**config.mk**
```make
export PLATFORM = sky130hd
export DESIGN_NAME = riscv_test_harness_ctrl
export DESIGN_NICKNAME = d
export VERILOG_FILES = /design/src/rtl/riscv_test_harness_ctrl.sv
export SDC_FILE = /design/constraint.sdc
export NUM_CORES = 1
export LEC_CHECK = 0
export ABC_CLOCK_PERIOD_IN_PS = 2500
export CAP_MARGIN = 20
export CORE_ASPECT_RATIO = 1.75
export CORE_MARGIN = 2
export CORE_UTILIZATION = 40
export CTS_CLUSTER_SIZE = 10
export DETAILED_ROUTE_END_ITERATION = 8
export GPL_TIMING_DRIVEN = 0
export PLACE_DENSITY = 0.73
export SYNTH_ARGS = -nofsm -noshare
export SYNTH_HDL_FRONTEND = slang
export SYNTH_SLANG_ARGS = --single-unit
```
**constraint.sdc**
```tcl
create_clock -name clk -period 2.5 [get_ports clk]
set_input_delay 0.375 -clock clk [delete_from_list [all_inputs] [get_ports clk]]
set_output_delay 0.375 -clock clk [all_outputs]
set_load 0.05 [all_outputs]
```
**src/rtl/riscv_test_harness_ctrl.sv**
```systemverilog
// Run controller for RISC-V core bring-up: sequences core reset, counts run cycles, snoops tohost stores.
// Optional PC-stall watchdog (pc port, stall output) is built when RISCV_HARNESS_STALL_EN is defined.
module riscv_test_harness_ctrl #(
  parameter int unsigned            ADDR_W         = 32,
  parameter int unsigned            DATA_W         = 32,
  parameter logic [ADDR_W-1:0]      TOHOST_ADDR    = 32'h0000_1000,
  parameter int unsigned            RST_CYCLES     = 2,
  parameter int unsigned            TIMEOUT_CYCLES = 1000,
  parameter int unsigned            CNT_W          = 32,
  parameter int unsigned            STALL_CYCLES   = 8
) (
  input  logic              clk,
  input  logic              rst,
  input  logic              start,
  output logic              core_rst,
  input  logic              mem_we,
  input  logic [ADDR_W-1:0] mem_addr,
  input  logic [DATA_W-1:0] mem_wdata,
`ifdef RISCV_HARNESS_STALL_EN
  input  logic [ADDR_W-1:0] pc,
  output logic              stall,
`endif
  output logic              busy,
  output logic              done,
  output logic              pass,
  output logic              timeout,
  output logic [DATA_W-1:0] fail_code,
  output logic [CNT_W-1:0]  cycle_count
);

  typedef enum logic [2:0] {
    S_IDLE, S_RESET, S_RUN, S_PASS, S_FAIL, S_TIMEOUT, S_STALL
  } state_t;

  localparam int unsigned RST_W = (RST_CYCLES > 1) ? $clog2(RST_CYCLES) : 1;
  localparam logic [RST_W-1:0] RST_LAST     = RST_W'(RST_CYCLES - 1);
  localparam logic [CNT_W-1:0] TIMEOUT_LAST = CNT_W'(TIMEOUT_CYCLES - 1);

  state_t             state;
  logic [RST_W-1:0]   rst_cnt;
  logic               hit, hit_pass, hit_fail, timeout_hit, stall_hit;
  logic [CNT_W-1:0]   cnt_next;

  assign hit         = mem_we && (mem_addr == TOHOST_ADDR);
  assign hit_pass    = hit && (mem_wdata == DATA_W'(1));
  assign hit_fail    = hit && mem_wdata[0] && !hit_pass;
  assign timeout_hit = (cycle_count == TIMEOUT_LAST);
  assign cnt_next    = (&cycle_count) ? cycle_count : cycle_count + 1'b1;

`ifdef RISCV_HARNESS_STALL_EN
  localparam int unsigned STALL_W = $clog2(STALL_CYCLES + 1);
  localparam logic [STALL_W-1:0] STALL_LAST = STALL_W'(STALL_CYCLES);

  logic [STALL_W-1:0] stall_cnt, stall_cnt_next;
  logic [ADDR_W-1:0]  prev_pc;

  // Count consecutive edges on which the PC did not move.
  assign stall_cnt_next = (pc == prev_pc) ? stall_cnt + 1'b1 : '0;
  assign stall_hit      = (stall_cnt_next == STALL_LAST);
`else
  assign stall_hit = 1'b0;
`endif

  // NOTE: all state and outputs update with non-blocking assignments so every
  // branch below reads the pre-edge values, keeping the registers race-free.
  always_ff @(posedge clk) begin
    if (rst) begin
      state       <= S_IDLE;
      rst_cnt     <= '0;
      core_rst    <= 1'b1;
      busy        <= 1'b0;
      done        <= 1'b0;
      pass        <= 1'b0;
      timeout     <= 1'b0;
      fail_code   <= '0;
      cycle_count <= '0;
`ifdef RISCV_HARNESS_STALL_EN
      stall       <= 1'b0;
      stall_cnt   <= '0;
      prev_pc     <= '0;
`endif
    end else begin
      case (state)
        S_RESET: begin
          if (rst_cnt == RST_LAST) begin
            state    <= S_RUN;
            core_rst <= 1'b0;
`ifdef RISCV_HARNESS_STALL_EN
            stall_cnt <= '0;
            prev_pc   <= pc;
`endif
          end else begin
            rst_cnt <= rst_cnt + 1'b1;
          end
        end

        S_RUN: begin
          cycle_count <= cnt_next;
`ifdef RISCV_HARNESS_STALL_EN
          stall_cnt <= stall_cnt_next;
          prev_pc   <= pc;
`endif
          if (hit_pass || hit_fail || stall_hit || timeout_hit) begin
            core_rst <= 1'b1;
            busy     <= 1'b0;
            done     <= 1'b1;
          end
          // Priority: tohost hit, then stall, then timeout.
          if (hit_pass) begin
            state <= S_PASS;
            pass  <= 1'b1;
          end else if (hit_fail) begin
            state     <= S_FAIL;
            fail_code <= mem_wdata >> 1;
          end else if (stall_hit) begin
            state <= S_STALL;
`ifdef RISCV_HARNESS_STALL_EN
            stall <= 1'b1;
`endif
          end else if (timeout_hit) begin
            state   <= S_TIMEOUT;
            timeout <= 1'b1;
          end
        end

        // IDLE and every terminal state restart the same way on start.
        default: begin
          if (start) begin
            state       <= S_RESET;
            rst_cnt     <= '0;
            core_rst    <= 1'b1;
            busy        <= 1'b1;
            done        <= 1'b0;
            pass        <= 1'b0;
            timeout     <= 1'b0;
            fail_code   <= '0;
            cycle_count <= '0;
`ifdef RISCV_HARNESS_STALL_EN
            stall       <= 1'b0;
`endif
          end
        end
      endcase
    end
  end

endmodule

```
==> qor.csv <==
stage;metric;value;unit
drt;wirelength;13.0;mm
flow_run;drv_cap;0;
grt;grt_pass1_vias;4278;
sta;max_freq;421;MHz
sta;setup_viol;0;
floorplanning;die_h;131;um
power_and_ir_drop;power_leakage;1.74;nW
placement;place.detailed.hpwl;10.1;mm
logic_synthesis;synth_edf_count;0;
setup_path;cp_slowest_stage_delay;0.55;ns
power_and_ir_drop;internal_power;0.00199;W
floorplanning;initial_core_util;40.8;%
power_and_ir_drop;swShare;25.1;%
power_and_ir_drop;power_frac_comb;11.8;%
min_path;hold-path-endpoint;done;
final_layout;num_antenna_cells;0;
grt;grt_pass1_wl;20.6;mm
logic_synthesis;ys_types;47;
min_path;min-delay-start;done;
clock_network;clock_latency;0.34;ns
floorplanning;die_area;10000;um2
status;status;complete, no violations;
setup_path;rrSetupSlack;0.12;ns
sta;slew_headroom;50.1;%
clock_network;clock_path_buffers;2;
sta;finalCriticalPeriod;2.38;ns
setup_path;cp_cell_sequence;ha_1, nand2_1, or3_1, or4_1, buf_2, nand3_1, mux2i_1;
power_and_ir_drop;p_switching;0.000667;W
placement;io_buffer_count;134;
power_and_ir_drop;p_per_area;485;nW/um2
sta;slew_violations;0;
final_layout;fin_nets;666;
logic_synthesis;yosys-top-cells-area;dfxtp_1 39%, a21oi_1 7.3%, o211ai_1 6.7%, nand3_1 6.6%, nor4_1 3.7%;
logic_synthesis;syn_inst;454;
logic_synthesis;yosysMostFrequentCell;dfxtp_1;
drt;via_count;4315;
logic_synthesis;async_flop_share;0;%
setup_path;r2r-end;cycle_count[17];
clock_network;cts_tree;done;
logic_synthesis;syn_area_per_cell;8.12;um2
setup_path;cp.arrival;2.64;ns
final_layout;area_growth_syn_to_layout;48.5;%
floorplanning;rows;46;
setup_path;cp-start-kind;register;
sta;hold_viol_final;0;
setup_path;critical_path.top_delay_family;simple AND/OR/NAND/NOR gates;
min_path;hold_depth;2;
final_layout;drive_above_1_share;6.15;%
logic_synthesis;yosysSeqAreaShare;39.1;%
power_and_ir_drop;p_seq_share;43.7;%
setup_path;endpoint_kind;register;
clock_network;clk_pin_slew;0.06;ns
sta;fin_crit_sh;95.1;%
drt;drc;0;
logic_synthesis;synth_area;3690;um2
sta;finalClockSkew;0.0106;ns
setup_path;worstPathRequired;2.76;ns
drt;viasPerCell;5.98;
drt;drt-initial-drc-count;315;
logic_synthesis;synth_common_cells;72 x dfxtp_1, 54 x a21oi_1, 49 x nand3_1;
logic_synthesis;yosysTopAreaCell;dfxtp_1;
setup_path;reg2reg_depth;7;
grt;antenna_found_initial;0;
sta;worst_pin_slew;0.743;ns
floorplanning;core_area;9040;um2
clock_network;cts_setup_buffers;0;
power_and_ir_drop;clkPwrFrac;44.5;%
clock_network;cts_root_buf;clkbuf_16;
clock_network;cts_hold_buf;0;
setup_path;critPathBufInv;1;
setup_path;cp_max_fo;10;
clock_network;cts.sinks;72;
grt;grt_usage;25.8;%
logic_synthesis;synth-main-ff-cell;dfxtp_1;
floorplanning;die_x;76.6;um
power_and_ir_drop;vdd_drop_max;346;uV
logic_synthesis;ys_warn_count;0;
final_layout;fill_cells;840;
setup_path;crit_slowest_cell;or4_1;
clock_network;h-tree-depth;3;
setup_path;critPathKind;reg -> reg;
logic_synthesis;yosys_register_bits;72;
grt;overflow;0;
placement;place_congestion;0.954;
setup_path;rr_startpoint;cycle_count[0];
min_path;hold_path_class;reg -> reg;
drt;wl_per_cell;18.0;um
logic_synthesis;syn_nets;523;
drt;drtAntennaViolNets;0;
floorplanning;ios;137;
clock_network;cts_made_buffers;9;
power_and_ir_drop;finalPower;0.00266;W
logic_synthesis;synth_top_area_share;39.1;%
grt;grt_max_degree;12;
sta;worst_hold_slack;0.473;ns
drt;drtPass1Iterations;5;
sta;setup-tns-final;0;ns
## routing by layer
| metal | GRT usage (%) | up-vias | wire length [um] |
|---|---|---|---|
| li1 | - | 2068 | - |
| met1 | 24.4 | 2029 | 4660 |
| met2 | 50.5 | 185 | 7060 |
| met3 | 6.39 | 33 | 823 |
| met4 | 14.3 | 0 | 448 |
| met5 | 0 | - | 0 |
## logic make-up (layout without fill, tap and decap cells)
group                    after synthesis  in the layout  share of synthesized area [%]
AO/OA/AOI/OAI                        127            127                           21.7
AND/OR/NAND/NOR                      199            199                           30.9
other                                  1              1                          0.102
flip-flops                            72             72                           39.1
multiplexers                          11             11                           2.99
adder cells (fa/ha/maj)                1              1                          0.339
XOR/XNOR                               1              1                          0.237
buffers and inverters                 42            190                           4.65
## power groups by stage
stage | Clock, W | Sequential [W] | Combinational, W
after floorplan | 0 | 0.00120 | 0.000123
after global placement | 0 | 0.00119 | 0.000302
after detailed placement | 0 | 0.00119 | 0.000306
after CTS | 0.00118 | 0.00116 | 0.000308
after global routing | 0.00123 | 0.00116 | 0.000335
final | 0.00118 | 0.00116 | 0.000314
## repair_timing
item | in CTS | in global routing
hold endpoints to repair | 0 | 0
gates cloned | 0 | 0
setup endpoints to repair | 12 | 58
gates resized for setup | 2 | 20
pin swaps | 0 | 0
## sequential cells by signal, summed over array words and instances (netlist names)
register and cells:
timeout 1, fail_code 31, busy 1, core_rst 1, pass 1, state 3, done 1, cycle_count 32
rst_cnt 1
## layout by cell type (no fill, tap or decap), types with 4 or more instances in the layout
cell type | synthesis | layout
a21oi_1 | 54 | 54
and3_1 | 5 | 5
and4_1 | 4 | 4
clkbuf_1 | 32 | 24
clkbuf_16 | 0 | 9
clkbuf_2 | 0 | 7
clkdlybuf4s50_1 | 0 | 134
clkinv_2 | 0 | 4
dfxtp_1 | 72 | 72
inv_1 | 6 | 6
mux2i_1 | 11 | 11
nand2_1 | 30 | 30
nand3_1 | 49 | 49
nand4_1 | 17 | 17
nor2_1 | 12 | 11
nor3_1 | 11 | 11
nor4_1 | 22 | 21
o211ai_1 | 33 | 33
o21a_1 | 4 | 4
o21ai_0 | 10 | 10
o31ai_1 | 11 | 11
or3_1 | 14 | 14
or4_1 | 17 | 16
## metrics by stage
stage                     cell area [um2]  cells  setup slack, ns  utilization, %
final                                5480    722            0.123            60.6
after global routing                 5480    722         -0.00406            60.6
after CTS                            5460    724          0.00385            60.4
after detailed placement             5180    708           -0.332            57.3
after global placement               5180    708           -0.274            57.3
after floorplan                      3690    454           0.0673               -
## area by class of cell
| type | count | area (um2) | area share (%) |
|---|---|---|---|
| flip-flops and latches | 72 | 1440 | 26.3 |
| clock inverters | 4 | 20.0 | 0.366 |
| repair buffers | 134 | 1340 | 24.5 |
| inverters | 6 | 22.5 | 0.411 |
| clock buffers | 12 | 246 | 4.50 |
| multi-input cells | 340 | 2100 | 38.4 |
| plain buffers | 34 | 151 | 2.76 |
| well taps | 120 | 150 | 2.74 |
## worst reg2reg max path, stage by stage, from the launching register on
cell	delay (ns)
dfxtp_1	0.40
ha_1	0.26
nand2_1	0.10
or3_1	0.45
or4_1	0.55
buf_2	0.23
nand3_1	0.11
mux2i_1	0.21
## worst max path at each step
stage,startpoint,end,depth (start not counted)
after floorplan,cycle_count[0],cycle_count[11],7
after global routing,cycle_count[0],cycle_count[16],8
final,cycle_count[0],cycle_count[17],7
after detailed placement,mem_addr[1],fail_code[15],8
after CTS,mem_addr[1],fail_code[15],8
after global placement,mem_addr[1],fail_code[9],8
No activity file was read; power rests on OpenSTA's default activity.
